`config.mk`:
```
export PLATFORM = sky130hd
export DESIGN_NAME = vote_arbiter
export DESIGN_NICKNAME = d
export VERILOG_FILES = /design/src/rtl/vote_arbiter.sv
export SDC_FILE = /design/constraint.sdc
export NUM_CORES = 1
export LEC_CHECK = 0
export ABC_CLOCK_PERIOD_IN_PS = 2000
export BUFFER_PORTS_ARGS = -buffer_cell sky130_fd_sc_hd__buf_2
export CORE_MARGIN = 2
export CORE_UTILIZATION = 46
export DETAILED_ROUTE_END_ITERATION = 16
export PLACE_DENSITY = 0.83
export REMOVE_ABC_BUFFERS = 1
export SETUP_SLACK_MARGIN = 0.15
export SYNTH_ARGS = -nofsm -noshare
export SYNTH_HDL_FRONTEND = slang
export SYNTH_SLANG_ARGS = --single-unit
```
`constraint.sdc`:
```
create_clock -name CLK -period 2 [get_ports CLK]
set_input_delay 0.4 -clock CLK [delete_from_list [all_inputs] [get_ports CLK]]
set_output_delay 0.4 -clock CLK [all_outputs]
set_load 0.005 [all_outputs]
```
`src/rtl/vote_arbiter.sv`:
```
// Round-robin front end for the vote-tally counter: arbitrates two booths,
// validates the latched vote word against its group and pulses one counter update.
module vote_arbiter (
    input  logic       CLK,
    input  logic       RST_N,
    input  logic       open_cmd,
    input  logic       close_cmd,
    input  logic       req0,
    input  logic       req1,
    input  logic [4:0] word0,
    input  logic [4:0] word1,
    input  logic       sel0,
    input  logic       sel1,
    input  logic       mode0,
    input  logic       mode1,
    output logic       gnt0,
    output logic       gnt1,
    output logic       nack0,
    output logic       nack1,
    output logic       cnt_en,
    output logic [4:0] cnt_word,
    output logic       cnt_selection,
    output logic       cnt_mode,
    output logic       session_open,
    output logic [7:0] accepted,
    output logic [7:0] rejected
);

    typedef enum logic [1:0] {CLOSED, ARB, CHECK, WAIT} state_t;

    state_t state, state_n;
    logic   ptr;
    logic   served;
    logic   pick1;
    logic   served_req;
    logic   vote_ok;

    // sel=0 needs an adjacent 00 pair, sel=1 an adjacent 11 pair
    function automatic logic word_valid(input logic [4:0] w, input logic s);
        logic v;
        v = 1'b0;
        for (int i = 0; i < 4; i++) begin
            if (s) v = v | (w[i] & w[i+1]);
            else   v = v | (~w[i] & ~w[i+1]);
        end
        return v;
    endfunction

    assign pick1      = req1 & (~req0 | ptr);
    assign served_req = served ? req1 : req0;
    assign vote_ok    = word_valid(cnt_word, cnt_selection);

    always_comb begin
        state_n = state;
        case (state)
            CLOSED: if (open_cmd && !close_cmd) state_n = ARB;
            ARB: begin
                if (close_cmd)         state_n = CLOSED;
                else if (req0 || req1) state_n = CHECK;
            end
            CHECK:  state_n = WAIT;
            WAIT:   if (!served_req) state_n = ARB;
            default: state_n = CLOSED;
        endcase
    end

    always_ff @(posedge CLK or negedge RST_N) begin
        if (!RST_N) begin
            state         <= CLOSED;
            ptr           <= 1'b0;
            served        <= 1'b0;
            gnt0          <= 1'b0;
            gnt1          <= 1'b0;
            nack0         <= 1'b0;
            nack1         <= 1'b0;
            cnt_en        <= 1'b0;
            cnt_word      <= '0;
            cnt_selection <= 1'b0;
            cnt_mode      <= 1'b0;
            session_open  <= 1'b0;
            accepted      <= '0;
            rejected      <= '0;
        end else begin
            state        <= state_n;
            session_open <= (state_n != CLOSED);
            gnt0         <= 1'b0;
            gnt1         <= 1'b0;
            nack0        <= 1'b0;
            nack1        <= 1'b0;
            cnt_en       <= 1'b0;
            case (state)
                CLOSED: begin
                    if (state_n == ARB) begin
                        accepted <= '0;
                        rejected <= '0;
                    end
                end
                ARB: begin
                    if (state_n == CHECK) begin
                        served        <= pick1;
                        cnt_word      <= pick1 ? word1 : word0;
                        cnt_selection <= pick1 ? sel1  : sel0;
                        cnt_mode      <= pick1 ? mode1 : mode0;
                    end
                end
                CHECK: begin
                    if (vote_ok) begin
                        cnt_en <= 1'b1;
                        gnt0   <= ~served;
                        gnt1   <= served;
                        if (accepted != 8'hFF) accepted <= accepted + 8'd1;
                    end else begin
                        nack0  <= ~served;
                        nack1  <= served;
                        if (rejected != 8'hFF) rejected <= rejected + 8'd1;
                    end
                    ptr <= ~served;
                end
                default: ;
            endcase
        end
    end

endmodule
```
# Word-level counts from Yosys, hierarchy flattened
# Index checks and enable logic that the tools add are counted.
dict set report totals {
  out_inout_bits 29
  wordCells 90
  register_bits 33
}
dict set report classes {
  n_eq_ne 12
  n_addsub 2
  bitwise_logic 23
  muxes 30
  reduce_logical 9
}
# op count
set op_table {}
lappend op_table {{$mux 8} 5}
lappend op_table {{$pmux 8 s2} 2}
lappend op_table {{$mux 1} 17}
lappend op_table {{$add 8x1->8 const B} 2}
lappend op_table {{$ne 8x8->1 const B} 2}
lappend op_table {{$ne 2x2->1 const B} 5}
lappend op_table {{$and 1x1->1} 9}
lappend op_table {{$mux 2} 4}
lappend op_table {{$pmux 2 s4} 1}
lappend op_table {{$reduce_and 4->1} 2}
lappend op_table {{$not 1->1} 7}
lappend op_table {{$or 1x1->1} 7}
lappend op_table {{$eq 2x2->1 const B} 3}
lappend op_table {{$mux 5} 1}
lappend op_table {{$eq 2x1->1 const B} 2}
lappend op_table {{$reduce_bool 2->1} 2}
lappend op_table {{$logic_not 2->1} 1}
lappend op_table {{$reduce_and 2->1} 1}
lappend op_table {{$logic_and 1x1->1} 1}
lappend op_table {{$logic_not 1->1} 1}
lappend op_table {{$logic_or 1x1->1} 1}

# Logic depth before layout (Yosys ltp)
# Gate-level depths: netlist of run 1.
dict set report logic_depth {
  ltp_word 11
  ltp_mapped 7
  mapped_depth_nobuf 6
}

# Worst setup path after synthesis of run 1
# No wires, ideal clock.
dict set report synth_path {
  kind {flip-flop to flip-flop}
  from {register rejected[0]}
  to {register rejected[5]}
  stages_incl_launch_ff 7
  setup_slack_ns -0.022
  arrival_time_ns 1.944
  setup_time_ns 0.078
  cell_sequence {dfrtp_1 ha_1 and4_1 a221oi_2 o31ai_2 or4_1 a21oi_1}
}
dict set report synth_between {
  elab_chain_len 4
  word_cells_on_any_way 7
  cone_classes {add/sub: 1; eq/ne: 2; mux: 3; reduce/logical: 1}
}
# element line
set synth_rtl {}
lappend synth_rtl {{start, declared} 26} ;# output logic [7:0] rejected
lappend synth_rtl {{start signal, assigned} 115} ;# if (rejected != 8'hFF) rejected <= rejected + 8'd1;
lappend synth_rtl {{$add 8x1->8} 115}
lappend synth_rtl {{$mux 8} 115}
lappend synth_rtl {{$mux 8} 107} ;# if (vote_ok) begin
lappend synth_rtl {{$pmux 8 s2} 91} ;# case (state)
# Several ways; a longest one is shown, not always the timed one. The select of a mux whose other input is x is not followed.
# A chain may end at the register's enable or synchronous reset.

# Final worst setup path of run 1
dict set report layout_path {
  from {register rejected[0]}
  to {register rejected[7]}
}
# Same word-level chain as after synthesis.

==> results of run 1 <==
[flip-flops by register name, summed over array words and instances, names as in the netlist]
register       cells
nack0              1
session_open       1
gnt1               1
cnt_word           5
rejected           8
served             1
nack1              1
cnt_mode           1
state              2
accepted           8
cnt_selection      1
gnt0               1
cnt_en             1
ptr                1
[through the flow]
stage	setup WS [ns]	cell area, um^2	TNS, ns
finish	0.0444	2320	0
global route	-0.0372	2320	-0.0636
CTS	0.0339	2150	0
detailed placement	-0.0548	2040	-0.105
global placement	0.0374	2040	0
floorplan	-0.0217	1610	-0.0434
[metal layers]
layer / global-route usage, % / wire [um]
met1: 23.6 / 1700
met2: 35.7 / 2070
met3: 6.43 / 242
met4: 8.70 / 93
met5: 0 / 0
[logic make-up (layout without fill, tap and decap cells)]
family	count (synthesis)	count (layout)	synth area share (%)
flip-flops	33	33	50.7
AND/OR/NAND/NOR	62	62	20.3
buffers and inverters	10	91	2.46
multiplexers	13	13	7.99
AO/OA/AOI/OAI	43	43	17.0
adder cells (fa/ha/maj)	2	2	1.54
[path summary, 6_finish.rpt]
check	to	slack (ns)	depth (start not counted)
max in group asynchronous	cnt_word[2]	1.40	1
min in group CLK	state[0]	0.28	2
worst min register to register	accepted[6]	0.55	1
worst min-delay path	accepted[3]	0.1	1
worst max-delay path	rejected[7]	0.04	6
worst max register to register	rejected[7]	0.04	6
[area by class of cell]
type | instances | area, um^2 | share of cell area [%]
multi-input combinational | 120 | 883 | 38.1
clock inverter | 1 | 5.00 | 0.216
clock buffer | 5 | 37.5 | 1.62
timing repair buffer | 79 | 484 | 20.9
sequential | 33 | 828 | 35.7
inverter | 6 | 22.5 | 0.971
tap | 46 | 57.6 | 2.48
[cell usage in the layout, fill, tap and decap left out, drive strengths merged, types with 2 or more instances in the layout]
cell and count:
buf 79, dfrtp 33, a21oi 21, nor2 19
mux2i 13, nand2 11, nor3 8, o21ai 7
inv 6, clkbuf 5, o31ai 5, nand3 4
or4 4, or3 3, nand2b 2, nand4 2
nor4b 2, and4 2, o41ai 2, ha 2
[power breakdown]
part	switching, mW	total [mW]	internal [mW]
Clock	0.216	0.338	0.122
Combinational	0.630	1.32	0.686
Sequential	0.220	1.09	0.869
[synthesized netlist by cell type (all sizes together)]
library cell / instances / area (um^2)
a21oi: 21 / 105
a221oi: 1 / 15.0
a22o: 1 / 8.76
a311oi: 1 / 8.76
a31o: 1 / 8.76
a31oi: 1 / 6.26
a32o: 1 / 10.0
a41o: 1 / 10.0
and2: 1 / 6.26
and3: 1 / 6.26
and4: 2 / 17.5
buf: 2 / 10.0
clkbuf: 2 / 7.51
dfrtp: 33 / 826
ha: 2 / 25.0
inv: 6 / 22.5
mux2i: 13 / 130
nand2: 11 / 41.3
nand2b: 2 / 12.5
nand3: 4 / 20.0
nand3b: 1 / 7.51
nand4: 2 / 12.5
nor2: 19 / 71.3
nor3: 8 / 40.0
nor4b: 2 / 30.0
o21ai: 7 / 35.0
o31a: 1 / 8.76
o31ai: 5 / 42.5
o41ai: 2 / 17.5
or2: 1 / 6.26
or3: 3 / 18.8
or4: 4 / 30.0
or4b: 1 / 10.0
[critical path, cell delays in order (launching register included)]
cell,delay (ns)
dfrtp_1,0.39
ha_2,0.19
and4_4,0.18
a221oi_4,0.33
o31ai_4,0.16
or4_1,0.48
a21oi_1,0.15
[repair_timing]
action                                  CTS  global route
endpoints found under the setup margin    9            14
pin swaps                                 5            16
buffers inserted                          4            10
gates resized for setup                   7            20
hold buffers                              0             0
cloned                                    0             0
endpoints found under the hold margin     0             0
==> metrics.md, run 1 <==
| Metric | Value |
|---|---|
| Sequential-to-total area share from yosys stat | around half |
| Yosys reg bits | 33 |
| Post-DP HPWL | about 2800 um |
| Hold slack | 0.0981 ns |
| FILL cells | slightly below 300 |
| Critical Path AT | 2.21 ns |
| Die Height | about 63 um |
| Worst Tran Pin Value | ~0.7 ns |
| Routed WL | ~4100 um |
| Setup crit end kind | flop |
| DRT iter0 DRCs | 95 |
| Worst endpoint required time | between 2 and 2.5 ns |
| Worst clock skew | 0.0135 ns |
| Fmax | a little over 500 MHz |
| Die X | 63.5 um |
| Gpl congestion | 0.892 |
| Hold Crit Class | in -> async |
| Total power | approximately 2.7 mW |
| Cells after Synth | 163 |
| Site Rows | 21 |
| Crit path max fanout | 7 |
| TritonCTS clock tree | built |
| # IOs | slightly below 50 |
| Crit path kind | reg -> reg |
| Yosys warnings | 0 |
| Via count | ~1600 |
| Total CTS buffers | 5 |
| Grt ovf | 0 |
| Number of I/O port buffers | 48 |
| Pwr dens | approximately 1200 nW/um^2 |
| Number of global-route vias before repair | around 1500 |
| Max cap viols | 0 |
| Share of post-route cells with drive strength above 1 | between 40% and 50% |
| CTS Sinks | 33 |
| Max Root-Sink Buffers | 2 |
| Core box area | roughly 3400 um^2 |
| WL per Instance | 14.2 um |
| Htree depth | 2 |
| Placed cells | 270 |
| Worst VDD drop | between 600 and 700 uV |
| Detail Route Antenna Nets | 0 |
| Final period util | 97.8% |
| Detailed-route vias per instance | 5.56 |
| Critical Path Source | rejected[0] |
| First-pass GRT wire length | 6490 um |
| Initial Util | about half |
| Setup Viol. Count Final | 0 |
| Final slew viol count | 0 |
| Root buf cell | clkbuf_4 |
| Average size of a mapped cell | around 10 um^2 |
| Final Instance Count excl. Fillers | 290 |
| Initial antenna violation count | 0 |
| Full die area | ~4000 um^2 |
| Final hold violation count | 0 |
| Largest net degree at the start of global routing | 34 |
| Synthesized area | 1630 um^2 |
| Area Overhead vs Synth | 42.4% |
| Antenna fix cells | 0 |
| Pleak | 1.11 nW |
| Worst slew margin | a little over half |
| Nets | between 200 and 300 |
| Fin util | between 60 and 70% |
| Gr usage total | roughly a fifth |
| Reg2reg start | rejected[0] |
| DRC errors left | 0 |
| Unique cell type count in the Yosys netlist | 36 |
| Status | completed |
| CTS clk-pin slew, worst paths | approximately 0.1 ns |
| Final min period | 1.96 ns |
| RSZ-0062 raised after global routing | true |
| Worst Setup Start Kind | flop |
| TritonRoute pass-1 iters | 4 |
| Clk_lat worst skew | about 0.34 ns |
Note: power is estimated with default switching activity, not from simulation.
==> inputs of run 2 (changes only) <==
- CAP_MARGIN: not set -> 20
- CORE_MARGIN: 2 -> not set
- CORE_UTILIZATION: 46 -> 40
- PLACE_DENSITY: 0.83 -> 0.75
==> run 2 against run 1 <==
  * Non-clock buffer count fell by 6
  * Via count fell by 4.0%
  * Final area fell by 0.22%
  * Clock skew fell by 0.0052 ns
  * Register-to-register slack improved by 0.03 ns
  * Flip-flop and latch count did not move
  * Clock power rose by 65%
  * Combinational power fell by 9.8%
  * Critical endpoint is now rejected[3]
  * Largest power group unchanged
==> metrics.md, run 2 (synthesis gave the netlist of run 1 again) <==
| Metric | Value |
|---|---|
| Final slew viol count | 0 (unchanged) |
| Die Height | 65.8 um (was 63.5 um) |
| Fin util | 61.3% (was 68.9%) |
| Status | completed (unchanged) |
| Grt ovf | 0 (unchanged) |
| RSZ-0062 raised after global routing | true (unchanged) |
| DRT iter0 DRCs | 95 (unchanged) |
| Clock share of power | 19.9% (was 12.3%) |
| Sw frac | 36.4% (was 38.9%) |
| TritonCTS clock tree | built (unchanged) |
| CTS Sinks | 33 (unchanged) |
| Worst path slowest cell | dfrtp_1 (was or4_1) |
| Seq pwr share | 37.7% (was 39.7%) |
| CTS clk-pin slew, worst paths | 0.07 ns (was 0.10 ns) |
| Routed WL | 3890 um (was 4110 um) |
| Detail Route Antenna Nets | 0 (unchanged) |
| DRC errors left | 0 (unchanged) |
| Hold Crit Class | in -> async (unchanged) |
| First-pass GRT wire length | 6110 um (was 6490 um) |
| Worst Setup Start Kind | flop (unchanged) |
| Final min period | 1.92 ns (was 1.96 ns) |
| Detailed-route vias per instance | 5.37 (was 5.56) |
| Worst clock skew | 0.00831 ns (was 0.0135 ns) |
| Final hold violation count | 0 (unchanged) |
| RR Endpoint | rejected[3] (was rejected[7]) |
| Leading cell type in the layout, fill and taps excluded | buf_2 (unchanged) |
| Net load switching power | 1.02 mW (was 1.07 mW) |
| Gpl congestion | 0.866 (was 0.892) |
| Site Rows | 22 (was 21) |
| Total power | 2.81 mW (was 2.74 mW) |
| Full die area | 4330 um^2 (was 4030 um^2) |
| R2R cell count | 7 (was 6) |
| Logic gate share of total power | 42.4% (was 48.0%) |
| Crit path kind | reg -> reg (unchanged) |
| Root buf cell | clkbuf_8 (was clkbuf_4) |
| Internal power | 1.79 mW (was 1.68 mW) |
| Fmax | 520 MHz (was 511 MHz) |
| Worst slew margin | 52.6% (was 52.5%) |
| Crit path max fanout | 6 (was 7) |
| Number of I/O port buffers | 48 (unchanged) |
| Worst VDD drop | 798 uV (was 690 uV) |
| Total CTS buffers | 5 (unchanged) |
| WP buf/inv | 1 (was 0) |
| Max Root-Sink Buffers | 2 (unchanged) |
| Nets | 261 (was 267) |
| Max cap viols | 0 (unchanged) |
| Initial Util | 43.2% (was 48.4%) |
| CP top delay family | compound AO/OA/AOI/OAI gates (was simple AND/OR/NAND/NOR gates) |
| Largest net degree at the start of global routing | 34 (unchanged) |
| Pwr dens | 1210 nW/um^2 (was 1180 nW/um^2) |
| Commonest cells after routing, fill and taps aside | buf_2, dfrtp_1, buf_4, nor2_1, a21oi_1 (unchanged) |
| Reg2reg start | rejected[0] (unchanged) |
| Clk_lat worst skew | 0.30 ns (was 0.34 ns) |
| Post-Place Worst Slack | -0.0166 ns (was -0.0548 ns) |
| TritonRoute pass-1 iters | 4 (unchanged) |
| Via count | 1546 (was 1611) |
| Number of global-route vias before repair | 1370 (was 1514) |
| Final period util | 96.2% (was 97.8%) |
| Hold-fix buffers at CTS | 0 (unchanged) |
| WL per Instance | 13.5 um (was 14.2 um) |
| Post-DP HPWL | 2630 um (was 2800 um) |
| Worst Tran Pin Value | 0.710 ns (was 0.713 ns) |
| Setup Viol. Count Final | 0 (unchanged) |
| Pleak | 1.10 nW (was 1.11 nW) |
| Critical Path AT | 2.15 ns (was 2.21 ns) |
| Setup crit end kind | flop (unchanged) |
| Antenna fix cells | 0 (unchanged) |
| Final worst setup slack | 0.0765 ns (was 0.0444 ns) |
| Worst endpoint required time | 2.23 ns (was 2.26 ns) |
| # IOs | 49 (unchanged) |
| CP peak stage delay | 0.38 ns (was 0.48 ns) |
| Die X | 65.8 um (was 63.5 um) |
| Core box area | 3770 um^2 (was 3360 um^2) |
| Share of post-route cells with drive strength above 1 | 43.8% (was 44.3%) |
| Largest regs | accepted (8), rejected (8), cnt_word (5) (unchanged) |
| Area Overhead vs Synth | 42.1% (was 42.4%) |
| Critical Path, Cell by Cell | ha_2, and4_4, a221oi_4, o31ai_4, buf_6, or3_4, a21oi_2 (was ha_2, and4_4, a221oi_4, o31ai_4, or4_1, a21oi_1) |
| Gr usage total | 19.0% (was 20.7%) |
| Reg2Reg Setup Slack | 0.08 ns (was 0.04 ns) |
| Initial antenna violation count | 0 (unchanged) |
| Htree depth | 2 (unchanged) |
==> run 2: worst max-delay path by stage <==
stage / cells after the start / to / slack (ns) / startpoint
2_1_floorplan: 6 / rejected[5] / -0.02 / rejected[0]
3_3_place_gp: 6 / rejected[7] / 0.04 / rejected[0]
3_5_place_dp: 6 / rejected[7] / -0.02 / rejected[0]
4_1_cts: 6 / rejected[7] / 0.07 / rejected[0]
5_1_grt: 7 / rejected[3] / -0.02 / rejected[0]
6_report: 7 / rejected[3] / 0.08 / rejected[0]
==> run 2: layout make-up <==
| type | instances | area [um^2] |
|---|---|---|
| flip-flops and latches | 33 | 827 |
| repair buffers | 73 | 435 |
| multi-input cells | 120 | 867 |
| clock buffers | 7 | 96.3 |
| fillers | 320 | 1460 |
| well taps | 48 | 60.1 |
| inverters | 6 | 22.5 |
| clock inverters | 1 | 5.00 |
==> run 2: metrics by stage <==
stage | TNS [ns] | cell area [um^2] | hold slack [ns] | cells
4_1_cts | 0 | 2230 | 0.180 | 283
3_5_place_dp | -0.0275 | 2020 | 0.493 | 269
2_1_floorplan | -0.0434 | 1610 | 0.104 | 159
6_report | 0 | 2310 | 0.147 | 288
5_1_grt | -0.0244 | 2310 | 0.211 | 288
3_3_place_gp | 0 | 2020 | 0.478 | 269
==> run 2: layer usage <==
layer | vias to the layer above | wire length [um] | global-route usage, %
met5 | - | 0 | 0
li1 | 758 | - | -
met4 | 0 | 72 | 9.78
met1 | 733 | 1640 | 22.3
met2 | 47 | 1990 | 32.0
met3 | 8 | 191 | 4.31
==> run 2: power groups by stage <==
stage / Combinational [mW] / Clock, mW / Sequential [mW]
after floorplan: 0.501 / 0 / 1.07
final: 1.19 / 0.558 / 1.06
after detailed placement: 0.964 / 0 / 1.05
after global routing: 1.32 / 0.600 / 1.09
after CTS: 1.09 / 0.568 / 1.05
after global placement: 0.944 / 0 / 1.04
==> run 2: repair_timing <==
item	in CTS	in global routing
gates resized for setup	13	12
setup buffers	6	5
setup endpoints to repair	7	13
pin swaps	6	13
==> inputs of run 3 (changes only) <==
- CTS_BUF_LIST: not set -> sky130_fd_sc_hd__clkbuf_4
==> run 3 against run 2 <==
  * Via count decreased by 1.2%
  * Utilization decreased by 1.6 points
  * Die area unchanged
  * Sequential share of layout area increased by 0.93 points
  * Maximum frequency decreased by 0.28%
  * Register-to-register slack about the same
  * Total power decreased by 8.1%
  * Sequential power about the same
  * Wire length decreased by 4.1%
  * First-iteration DRC count increased by 1.1%
==> metrics.md, run 3 (synthesis gave the netlist of run 1 again) <==
| Metric | Value |
|---|---|
| Status | completed (unchanged) |
| RSZ-0062 raised after global routing | true (unchanged) |
| TritonCTS clock tree | built (unchanged) |
| Antenna fix cells | 0 (unchanged) |
| Initial antenna violation count | 0 (unchanged) |
| Worst endpoint required time | 2.28 ns (was 2.23 ns) |
| Logic gate share of total power | 45.5% (was 42.4%) |
| Worst slew margin | 52.5% (was 52.6%) |
| Worst clock skew | 0.0153 ns (was 0.00831 ns) |
| Max Root-Sink Buffers | 2 (unchanged) |
| Full die area | 4330 um^2 (unchanged) |
| Nets | 260 (was 261) |
| Leading cell type in the layout, fill and taps excluded | buf_2 (unchanged) |
| Crit path max fanout | 6 (unchanged) |
| WL met1 | 1620 um (was 1640 um) |
| TritonRoute pass-1 iters | 4 (unchanged) |
| Pleak | 1.07 nW (was 1.10 nW) |
| Reg2Reg Setup Slack | 0.07 ns (was 0.08 ns) |
| Met3 wire len | 220 um (was 191 um) |
| Worst Setup Start Kind | flop (unchanged) |
| CTS clk-pin slew, worst paths | 0.11 ns (was 0.07 ns) |
| Largest regs | accepted (8), rejected (8), cnt_word (5) (unchanged) |
| Final slew viol count | 0 (unchanged) |
| Routed WL | 3730 um (was 3890 um) |
| Final hold violation count | 0 (unchanged) |
| DRT iter0 DRCs | 96 (was 95) |
| Reg2reg start | rejected[1] (was rejected[0]) |
| Max cap viols | 0 (unchanged) |
| Setup Viol. Count Final | 0 (unchanged) |
| Critical Path, Cell by Cell | ha_2, and4_4, a221oi_4, o31ai_4, buf_6, or3_4, a21oi_2 (unchanged) |
| Worst Tran Pin Value | 0.712 ns (was 0.710 ns) |
| Htree depth | 2 (unchanged) |
| Die X | 65.8 um (unchanged) |
| CP top delay family | compound AO/OA/AOI/OAI gates (unchanged) |
| Hold-fix buffers at CTS | 0 (unchanged) |
| FILL cells | 326 (was 320) |
| Final period util | 96.4% (was 96.2%) |
| Area Overhead vs Synth | 38.5% (was 42.1%) |
| CTS Sinks | 33 (unchanged) |
| Placed cells | 269 (unchanged) |
| WL met2 | 1830 um (was 1990 um) |
| Sw frac | 38.5% (was 36.4%) |
| Final worst setup slack | 0.0710 ns (was 0.0765 ns) |
| Worst VDD drop | 754 uV (was 798 uV) |
| Finished Cell Area | 2250 um^2 (was 2310 um^2) |
| Number of I/O port buffers | 48 (unchanged) |
| Setup crit end kind | flop (unchanged) |
| # IOs | 49 (unchanged) |
| Gr usage total | 18.7% (was 19.0%) |
| Crit path kind | reg -> reg (unchanged) |
| Critical Path AT | 2.21 ns (was 2.15 ns) |
| Share of post-route cells with drive strength above 1 | 42.7% (was 43.8%) |
| CP peak stage delay | 0.40 ns (was 0.38 ns) |
| Post-DP HPWL | 2630 um (unchanged) |
| Clk_lat worst skew | 0.35 ns (was 0.30 ns) |
| Detailed-route vias per instance | 5.32 (was 5.37) |
| R2R cell count | 7 (unchanged) |
| Worst path slowest cell | dfrtp_1 (unchanged) |
| Commonest cells after routing, fill and taps aside | buf_2, dfrtp_1, buf_4, nor2_1, a21oi_1 (unchanged) |
| First-pass GRT wire length | 6020 um (was 6110 um) |
| Setup TNS | 0 ns (unchanged) |
| Pwr dens | 1140 nW/um^2 (was 1210 nW/um^2) |
| Total CTS buffers | 5 (unchanged) |
| Gpl congestion | 0.866 (unchanged) |
| Internal power | 1.59 mW (was 1.79 mW) |
| WL per Instance | 13.0 um (was 13.5 um) |
| Core box area | 3770 um^2 (unchanged) |
| RR Endpoint | rejected[3] (unchanged) |
| WP buf/inv | 1 (unchanged) |
| Die Height | 65.8 um (unchanged) |
| Root buf cell | clkbuf_4 (was clkbuf_8) |
| Grt ovf | 0 (unchanged) |
| Via count | 1528 (was 1546) |
| Cell Area, Placed | 2020 um^2 (unchanged) |
| Detail Route Antenna Nets | 0 (unchanged) |
| Hold Crit Class | in -> async (unchanged) |
| Fmax | 518 MHz (was 520 MHz) |
| Seq pwr share | 40.8% (was 37.7%) |
| Net load switching power | 0.993 mW (was 1.02 mW) |
| Initial Util | 43.2% (unchanged) |
| Largest net degree at the start of global routing | 34 (unchanged) |
| Top routing layer used | met4 (unchanged) |
| DRC errors left | 0 (unchanged) |
| Final min period | 1.93 ns (was 1.92 ns) |
| Post-Place Worst Slack | -0.0166 ns (unchanged) |
| Number of global-route vias before repair | 1339 (was 1370) |
| Clock share of power | 13.7% (was 19.9%) |
| Final Instance Count excl. Fillers | 287 (was 288) |
| Site Rows | 22 (unchanged) |
==> run 3: worst max-delay path by stage <==
| stage | from | endpoint | slack [ns] | cells after the start |
|---|---|---|---|---|
| final | rejected[1] | rejected[3] | 0.07 | 7 |
| after global routing | rejected[0] | rejected[3] | -0.03 | 7 |
| after CTS | rejected[1] | rejected[7] | 0.06 | 6 |
| after detailed placement | rejected[0] | rejected[7] | -0.02 | 6 |
| after global placement | rejected[0] | rejected[7] | 0.04 | 6 |
| after floorplan | rejected[0] | rejected[5] | -0.02 | 6 |
==> run 3: worst reg2reg max path, cell delays in order (launching register included) <==
cell	delay, ns
dfrtp_1	0.40
ha_2	0.18
and4_4	0.17
a221oi_4	0.34
o31ai_4	0.15
buf_6	0.15
or3_4	0.36
a21oi_2	0.13
==> run 3: what timing repair did <==
action | 4_1_cts | 5_1_grt
resized for setup | 8 | 17
setup buffers | 7 | 3
endpoints found under the setup margin | 7 | 14
pin swaps | 7 | 13
==> run 3: routing by layer <==
layer	vias to the layer above	GRT usage, %
li1	760	-
met4	0	6.52
met5	-	0
met1	706	22.2
met3	9	6.90
met2	53	31.0
==> run 3: final cells by class <==
class | instances | area, um^2 | share of cell area, %
Clock buffer | 5 | 37.5 | 1.66
Clock inverter | 3 | 12.5 | 0.555
Inverter | 6 | 22.5 | 0.999
Multi-Input combinational cell | 120 | 867 | 38.5
Sequential cell | 33 | 827 | 36.7
Tap cell | 48 | 60.1 | 2.66
Timing Repair Buffer | 72 | 428 | 19.0
==> run 3: stage by stage <==
| stage | total power [mW] | hold slack [ns] | util (%) |
|---|---|---|---|
| global route | 2.79 | 0.126 | 59.8 |
| detailed placement | 2.02 | 0.493 | 53.5 |
| floorplan | 1.57 | 0.104 | - |
| CTS | 2.49 | 0.105 | 57.1 |
| global placement | 1.98 | 0.478 | 53.5 |
| finish | 2.58 | 0.0878 | 59.8 |
==> run 3: power groups by stage <==
| stage | Combinational, mW | Sequential (mW) | Clock, mW |
|---|---|---|---|
| detailed placement | 0.964 | 1.05 | 0 |
| global route | 1.30 | 1.08 | 0.401 |
| CTS | 1.09 | 1.04 | 0.367 |
| global placement | 0.944 | 1.04 | 0 |
| finish | 1.18 | 1.05 | 0.352 |
| floorplan | 0.501 | 1.07 | 0 |
